==> src/rtl/systolic_pkg.sv <==
// rtl/systolic_pkg.sv - shared default widths, saturation bounds and datapath types for the systolic PE
package systolic_pkg;

  localparam int DATA_W_DEF = 8;
  localparam int ACC_W_DEF  = 24;
  localparam int OUT_W_DEF  = 8;
  localparam int SHIFT_DEF  = 4;
  localparam int CNT_W_DEF  = 16;

  typedef logic signed [DATA_W_DEF-1:0] operand_t;
  typedef logic signed [ACC_W_DEF-1:0]  acc_t;
  typedef logic signed [OUT_W_DEF-1:0]  result_t;

  // Largest and smallest values of a w-bit two's complement word.
  function automatic longint sat_max(input int w);
    return (longint'(1) <<< (w - 1)) - longint'(1);
  endfunction

  function automatic longint sat_min(input int w);
    return -(longint'(1) <<< (w - 1));
  endfunction

endpackage

==> src/rtl/pe_normalize.sv <==
// rtl/pe_normalize.sv - round-half-up, arithmetic shift and saturate an accumulator to the result width
module pe_normalize
  import systolic_pkg::*;
#(
  parameter int ACC_W = ACC_W_DEF,
  parameter int OUT_W = OUT_W_DEF,
  parameter int SHIFT = SHIFT_DEF
) (
  input  logic signed [ACC_W-1:0] acc_in,
  output logic signed [OUT_W-1:0] res_out
);

  // One extra bit so the rounding addend never wraps the most positive accumulator.
  localparam logic signed [ACC_W:0] HALF = (ACC_W+1)'((longint'(1) <<< SHIFT) >>> 1);
  localparam logic signed [ACC_W:0] HI   = (ACC_W+1)'(sat_max(OUT_W));
  localparam logic signed [ACC_W:0] LO   = (ACC_W+1)'(sat_min(OUT_W));

  logic signed [ACC_W:0] rounded;
  logic signed [ACC_W:0] shifted;

  always_comb begin
    rounded = (ACC_W+1)'(acc_in) + HALF;
    shifted = rounded >>> SHIFT;
    if (shifted > HI) begin
      res_out = OUT_W'(HI);
    end else if (shifted < LO) begin
      res_out = OUT_W'(LO);
    end else begin
      res_out = shifted[OUT_W-1:0];
    end
  end

endmodule

==> src/rtl/systolic_pe.sv <==
// rtl/systolic_pe.sv - output-stationary PE: operand forwarding, saturating MAC, capture/shift result chain
module systolic_pe
  import systolic_pkg::*;
#(
  parameter int DATA_W = DATA_W_DEF,
  parameter int ACC_W  = ACC_W_DEF,
  parameter int OUT_W  = OUT_W_DEF,
  parameter int SHIFT  = SHIFT_DEF,
  parameter int CNT_W  = CNT_W_DEF
) (
  input  logic                     clk,
  input  logic                     reset,
  input  logic signed [DATA_W-1:0] a_in,
  input  logic                     a_vld_in,
  input  logic signed [DATA_W-1:0] b_in,
  input  logic                     b_vld_in,
  input  logic                     acc_clr,
  input  logic                     capture,
  input  logic                     shift_en,
  input  logic signed [OUT_W-1:0]  res_in,
  input  logic                     res_vld_in,
  output logic signed [DATA_W-1:0] a_out,
  output logic                     a_vld_out,
  output logic signed [DATA_W-1:0] b_out,
  output logic                     b_vld_out,
  output logic signed [OUT_W-1:0]  res_out,
  output logic                     res_vld_out,
  output logic                     ovf,
  output logic [CNT_W-1:0]         mac_cnt
);

  localparam logic signed [ACC_W:0] SUM_MAX = (ACC_W+1)'(sat_max(ACC_W));
  localparam logic signed [ACC_W:0] SUM_MIN = (ACC_W+1)'(sat_min(ACC_W));

  logic signed [DATA_W-1:0]   a_d, a_q, b_d, b_q;
  logic                       a_vld_d, a_vld_q, b_vld_d, b_vld_q;
  logic signed [ACC_W-1:0]    acc_d, acc_q, acc_base;
  logic                       ovf_d, ovf_q;
  logic [CNT_W-1:0]           cnt_d, cnt_q;
  logic signed [OUT_W-1:0]    res_d, res_q, norm;
  logic                       res_vld_d, res_vld_q;
  logic                       mac;
  logic signed [2*DATA_W-1:0] prod;
  logic signed [ACC_W:0]      sum;

  // Capture sees the registered accumulator, so a same-cycle MAC is excluded from the result.
  pe_normalize #(
    .ACC_W (ACC_W),
    .OUT_W (OUT_W),
    .SHIFT (SHIFT)
  ) u_norm (
    .acc_in  (acc_q),
    .res_out (norm)
  );

  always_comb begin
    a_d      = a_in;
    a_vld_d  = a_vld_in;
    b_d      = b_in;
    b_vld_d  = b_vld_in;

    mac      = a_vld_in & b_vld_in;
    prod     = (2*DATA_W)'(a_in) * (2*DATA_W)'(b_in);
    acc_base = acc_clr ? '0 : acc_q;
    sum      = (ACC_W+1)'(acc_base) + (ACC_W+1)'(prod);

    acc_d    = acc_base;
    ovf_d    = ovf_q & ~acc_clr;
    cnt_d    = acc_clr ? '0 : cnt_q;
    if (mac) begin
      if (sum > SUM_MAX) begin
        acc_d = SUM_MAX[ACC_W-1:0];
        ovf_d = 1'b1;
      end else if (sum < SUM_MIN) begin
        acc_d = SUM_MIN[ACC_W-1:0];
        ovf_d = 1'b1;
      end else begin
        acc_d = sum[ACC_W-1:0];
      end
      if (cnt_d != '1) begin
        cnt_d = cnt_d + CNT_W'(1);
      end
    end

    res_d     = res_q;
    res_vld_d = res_vld_q;
    if (capture) begin
      res_d     = norm;
      res_vld_d = 1'b1;
    end else if (shift_en) begin
      res_d     = res_in;
      res_vld_d = res_vld_in;
    end
  end

  always_ff @(posedge clk or negedge reset) begin
    if (!reset) begin
      a_q       <= '0;
      a_vld_q   <= 1'b0;
      b_q       <= '0;
      b_vld_q   <= 1'b0;
      acc_q     <= '0;
      ovf_q     <= 1'b0;
      cnt_q     <= '0;
      res_q     <= '0;
      res_vld_q <= 1'b0;
    end else begin
      a_q       <= a_d;
      a_vld_q   <= a_vld_d;
      b_q       <= b_d;
      b_vld_q   <= b_vld_d;
      acc_q     <= acc_d;
      ovf_q     <= ovf_d;
      cnt_q     <= cnt_d;
      res_q     <= res_d;
      res_vld_q <= res_vld_d;
    end
  end

  assign a_out       = a_q;
  assign a_vld_out   = a_vld_q;
  assign b_out       = b_q;
  assign b_vld_out   = b_vld_q;
  assign res_out     = res_q;
  assign res_vld_out = res_vld_q;
  assign ovf         = ovf_q;
  assign mac_cnt     = cnt_q;

endmodule
==> config.mk <==
export PLATFORM = sky130hd
export DESIGN_NAME = systolic_pe
export DESIGN_NICKNAME = d
export VERILOG_FILES = /design/src/rtl/systolic_pkg.sv /design/src/rtl/pe_normalize.sv /design/src/rtl/systolic_pe.sv
export SDC_FILE = /design/constraint.sdc
export NUM_CORES = 1
export LEC_CHECK = 0
export ABC_CLOCK_PERIOD_IN_PS = 7280
export CORE_ASPECT_RATIO = 1.2
export CORE_MARGIN = 4
export CORE_UTILIZATION = 32
export CTS_BUF_LIST = sky130_fd_sc_hd__clkbuf_4 sky130_fd_sc_hd__clkbuf_8 sky130_fd_sc_hd__clkbuf_16
export CTS_CLUSTER_DIAMETER = 150
export DETAILED_ROUTE_END_ITERATION = 10
export GPL_ROUTABILITY_DRIVEN = 0
export GPL_TIMING_DRIVEN = 0
export HOLD_SLACK_MARGIN = 0.06
export PLACE_DENSITY = 0.61
export SYNTH_ARGS = -nofsm -noshare
export SYNTH_HDL_FRONTEND = slang
export SYNTH_SLANG_ARGS = --single-unit
==> constraint.sdc <==
create_clock -name clk -period 7.28 [get_ports clk]
set_input_delay 0.728 -clock clk [delete_from_list [all_inputs] [get_ports clk]]
set_output_delay 0.728 -clock clk [all_outputs]
set_load 0.005 [all_outputs]
## Word level (Yosys, flattened, before mapping)

Cells that the tools add are included.

| word-level totals | value |
|---|---|
| memories kept | 0 |
| latch bits | 0 |
| input bits | 32 |
| ROM bits | 0 |
| word-level logic and storage cells | 38 |
| register bits after elaboration | 68 |
| output and inout port bits | 44 |
| RAM bits | 0 |

| operators by class | value |
|---|---|
| $mul | 1 |
| reductions and logical operators | 1 |
| add/sub/neg operators | 3 |
| divide/modulo/power cells | 0 |
| shift operators | 0 |
| equal/unequal tests | 1 |
| order comparisons | 4 |
| muxes and demuxes | 16 |
| bitwise operators | 3 |

Operator list:

| operator | number |
|---|---|
| $mux W24 | 4 |
| $mux W16 | 3 |
| $mux W8 | 4 |
| $add A24 B16 Y25 | 1 |
| $add A24 B5 Y25 const B | 1 |
| $gt A25 B24 Y1 const B | 1 |
| $lt A25 B24 Y1 const B | 1 |
| $gt A21 B8 Y1 const B | 1 |
| $lt A21 B8 Y1 const B | 1 |
| $add A16 B1 Y16 const B | 1 |
| $mul A8 B8 Y16 | 1 |
| $ne A16 B16 Y1 const B | 1 |
| $mux W1 | 5 |
| $and A1 B1 Y1 | 2 |
| $reduce_bool A2 Y1 | 1 |
| $not A1 Y1 | 1 |

## Logic depth before layout (Yosys ltp)

Gate-level depths: netlist of run 1.

| depth | value |
|---|---|
| depth after elaboration | 6 |
| mapped depth | 23 |
| gate-level depth less buffers | 19 |

## Hierarchy

Synthesis of run 1 repeated with hierarchy kept, for this count alone.

| second synthesis, totals | value |
|---|---|
| cells, all modules | 826 |
| area total of the unflattened synthesis | 8064.0 sq um |

Modules (own cells, without submodules):

| module | instances | seq. area each (sq um) | area an instance (sq um) | cells an instance |
|---|---|---|---|---|
| systolic_pe | 1 | 1701.6 | 7458.4 | 740 |
| pe_normalize | 1 | 0.0 | 605.6 | 86 |

## Worst setup path after synthesis of run 1

Ideal clock, no wire load.

| timing path | value |
|---|---|
| kind | input to register |
| start point | input b_in[1] |
| end point | register acc_q[9] |
| setup time | 0.121 ns |
| data required time | 7.159 ns |
| buffers on the path | 2 |
| slack | 1.073 ns |
| arrival | 6.086 ns |
| stages on the path | 18 |
| path through | clkbuf_1 and2_1 fa_1 inv_1 fa_1 inv_1 fa_1 fa_1 ha_1 ha_1 and3_1 and3_1 a31oi_2 a31o_1 a221o_1 clkbuf_1 o22ai_1 a22o_1 |

| between the ends | value |
|---|---|
| word-level cells in the longest chain between the ends | 6 |
| elaborated cells between the ends (all ways) | 7 |
| those cells by class | add/sub (1); mul (1); order compare (2); mux (3) |

Ends and longest elaborated chain:

| what | line | source |
|---|---|---|
| start, declared | systolic_pe.sv:15 | `input logic signed [DATA_W-1:0] b_in,` |
| $mul A8 B8 Y16 * | systolic_pe.sv:63 | `prod = (2*DATA_W)'(a_in) * (2*DATA_W)'(b_in);` |
| $add A24 B16 Y25 * | systolic_pe.sv:65 | `sum = (ACC_W+1)'(acc_base) + (ACC_W+1)'(prod);` |
| $lt A25 B24 Y1 | systolic_pe.sv:74 | `end else if (sum < SUM_MIN) begin` |
| $mux W24 | systolic_pe.sv:74 |  |
| $mux W24 * | systolic_pe.sv:71 | `if (sum > SUM_MAX) begin` |
| $mux W24 * | systolic_pe.sv:70 | `if (mac) begin` |
| named net acc_d[9] | systolic_pe.sv:37 | `logic signed [ACC_W-1:0] acc_d, acc_q, acc_base;` |
| end signal, assigned | systolic_pe.sv:102 | `acc_q <= '0;` |
| end signal, assigned | systolic_pe.sv:112 | `acc_q <= acc_d;` |
| end, declared | systolic_pe.sv:37 |  |

The timed path passes the listed nets; every way through them passes the cells marked *.
A chain may end at the register's enable or synchronous reset.

## Final worst setup path of run 1

| timing path | value |
|---|---|
| start point | input b_in[2] |
| end point | register acc_q[12] |

Same word-level chain as after synthesis.

==> results of run 1 <==
## worst paths after layout
check,to,cells past startpoint,start
min in group clk,ovf,2,ovf
worst max-delay path,acc_q[12],19,b_in[2]
worst min-delay path,a_out[0],1,reset
worst max register to register,acc_q[12],18,acc_q[14]
worst min register to register,ovf,2,ovf
max in group asynchronous,acc_q[10],1,reset
## critical path: stages
cell and delay, ns:
clkdlybuf4s50_1 0.61, nand2_1 0.26, inv_1 0.09, fa_2 0.57, inv_1 0.13, fa_1 0.72, inv_1 0.30, fa_1 0.58
fa_1 0.54, ha_1 0.32, ha_1 0.40, and4_1 0.26, and3_1 0.21, o211ai_1 0.15, a21oi_1 0.15, a211oi_4 0.48
buf_6 0.22, o22ai_1 0.12, a22o_1 0.21
## layout make-up
cell class / instances / area, um2
clock buffer: 9 / 225.2
inverter: 101 / 379.1
tap: 325 / 406.6
buffer: 24 / 140.1
fill: 2432 / 15210
multi-input combinational: 606 / 5801
timing repair buffer: 73 / 728.2
clock inverter: 7 / 81.33
sequential: 68 / 1702
## Yosys cell counts, drive strengths merged (3+ instances only)
master | count | area share [%]
clkbuf | 11 | 0.52
a31oi | 6 | 0.55
and3 | 12 | 0.94
nor3b | 3 | 0.28
nor4 | 9 | 0.97
or2 | 6 | 0.47
a211oi | 17 | 1.8
o211a | 3 | 0.37
nand3 | 19 | 1.2
o21a | 8 | 0.75
ha | 58 | 9.1
o21bai | 12 | 1.1
nand4 | 8 | 0.89
xnor2 | 19 | 2.1
a22o | 19 | 2.1
dfrtp | 68 | 21
nor2b | 35 | 2.7
and2 | 36 | 2.8
a311oi | 7 | 0.76
o22ai | 10 | 0.78
a21o | 8 | 0.75
nand2b | 9 | 0.70
a21oi | 23 | 1.6
nand2 | 49 | 2.3
fa | 108 | 27
o21ai | 17 | 1.1
buf | 13 | 1.2
nor3 | 20 | 1.3
inv | 100 | 4.7
nor2 | 35 | 1.6
o31ai | 4 | 0.55
xor2 | 13 | 1.4
## through the flow
step	hold WS [ns]	util (%)	worst slack (ns)	cells	instance area, um2
finish	0.5026	38.35	0.4256	1213	9463
global placement	0.5407	37.10	-0.4264	1197	9153
detailed placement	0.5305	37.09	-0.4477	1197	9150
CTS	0.5393	38.34	0.1913	1213	9459
floorplan	0.4324	-	1.073	799	8015
global route	0.5475	38.35	0.06827	1213	9463
## cell families after synthesis
group | synth area share, %
simple gates | 17.19
fa+ha+maj | 36.17
compound gates | 14.60
buf+inv | 6.463
flops | 21.23
xor+xnor | 4.074
mux | 0.2810
## what timing repair did
action	4_1_cts	5_1_grt
endpoints found under the setup margin	10	11
gates resized for setup	2	3
buffers inserted	0	0
## metal layers
metal	track usage (%)	vias up	wire, um
li1	-	2888	-
met1	17.92	3076	7966
met2	26.32	105	10010
met3	1.764	30	534
met4	3.957	0	428
met5	0	-	0
## registers in the layout (all words and copies together) (netlist names)
| name | count |
|---|---|
| acc_q | 24 |
| a_vld_out | 1 |
| b_vld_out | 1 |
| a_out | 8 |
| res_out | 8 |
| ovf | 1 |
| mac_cnt | 16 |
| res_vld_out | 1 |
| b_out | 8 |
==> impl_metrics.env, run 1 <==
export IMPL_nNetsFinal=1081
export IMPL_routed_wl_mm=18.94
export IMPL_timing_setup_tns_ns=0
export IMPL_syn_num_nets=997
export IMPL_worstMarginPinSlew_ns=0.8705
export IMPL_relSlewSlack_pct=41.97
export IMPL_htree_num_levels=3
export IMPL_finalCriticalPeriod_ns=6.854
export IMPL_drt_pass1_iter_count=5
export IMPL_layout_common_cells="fa_1 (107), inv_1 (100), clkdlybuf4s50_1 (72)"
export IMPL_reg2reg_slack_ns=1.70
export IMPL_crit_path_max_fanout=10
export IMPL_chipHeight_um=181.4
export IMPL_yosysSeqAreaShare_pct=21.23
export IMPL_endpoint_kind="flip-flop"
export IMPL_final_common_cell="fa_1"
export IMPL_core_area_um2=24670
export IMPL_cap_violations=0
export IMPL_drc=0
export IMPL_setup_viol=0
export IMPL_ios=76
export IMPL_max_freq_mhz=145.9
export IMPL_crit_required_ns=7.50
export IMPL_rows=63
export IMPL_cp_arrival_ns=7.08
export IMPL_antenna_found_initial=0
export IMPL_status="finished, final reports clean"
export IMPL_ys_types=79
export IMPL_cts_tree="built"
export IMPL_ys_warn_count=0
export IMPL_syn_to_final_growth_pct=18.06
export IMPL_final_hold_viol_count=0
export IMPL_rsz0062_at_grt="false"
export IMPL_syn_inst=799
export IMPL_clock_latency_ns=0.34
export IMPL_cts_buffer_depth=2
export IMPL_synth_edf_count=0
export IMPL_synth_area_per_cell_um2=10.03
export IMPL_layout_drive_gt1_share_pct=6.532
export IMPL_async_flop_share_pct=100.0
export IMPL_cts_hold_buf=0
export IMPL_cts_sinks=68
export IMPL_detail_route_antenna_nets=0
export IMPL_viasPerCell=5.028
export IMPL_fp_dieW_um=152.5
export IMPL_cts_buffers=9
export IMPL_grt_pass1_vias=6492
export IMPL_hold_path_class="input pin to async pin"
export IMPL_crit_path_start_kind="input pin"
export IMPL_drtIter0Drc=351
export IMPL_grt_max_degree=69
export IMPL_syn_area_um2=8015
export IMPL_grt_overflow=0
export IMPL_io_buffers=73
export IMPL_ys_flop_type="dfrtp_1"
export IMPL_vias=6099
export IMPL_grt_pass1_wl_mm=33.04
export IMPL_period_share_pct=94.15
export IMPL_slew_violations=0
export IMPL_routedWlPerCell_um=15.61
export IMPL_initial_core_util_pct=32.49
export IMPL_antennaDiodeCount=0
export IMPL_fp_dieArea_um2=27650
export IMPL_path_clk_slew_ns=0.06
export IMPL_ys_seq_elements=68
export IMPL_grtUsageTotal_pct=14.39
export IMPL_skew_ns=0.01103
export IMPL_dpl_hpwl_mm=15.35
export IMPL_cts_root_buffer="clkbuf_16"
export IMPL_criticalPathCategory="input pin to flip-flop"
Power of run 1 is not shown: default switching activity piles up to over one toggle a cycle in this logic, so the estimate is an artifact.
==> inputs of run 2 (changes only) <==
--- a/config.mk
+++ b/config.mk
@@ -10,7 +10,7 @@
 export CORE_MARGIN = 4
 export CORE_UTILIZATION = 32
 export CTS_BUF_LIST = sky130_fd_sc_hd__clkbuf_4 sky130_fd_sc_hd__clkbuf_8 sky130_fd_sc_hd__clkbuf_16
-export CTS_CLUSTER_DIAMETER = 150
+export CTS_CLUSTER_DIAMETER = 100
 export DETAILED_ROUTE_END_ITERATION = 10
 export GPL_ROUTABILITY_DRIVEN = 0
 export GPL_TIMING_DRIVEN = 0
==> results of run 2 <==
No change in the layout: final DEF, timing and power equal those of run 1.
Power of run 2 is left out for the same reason.
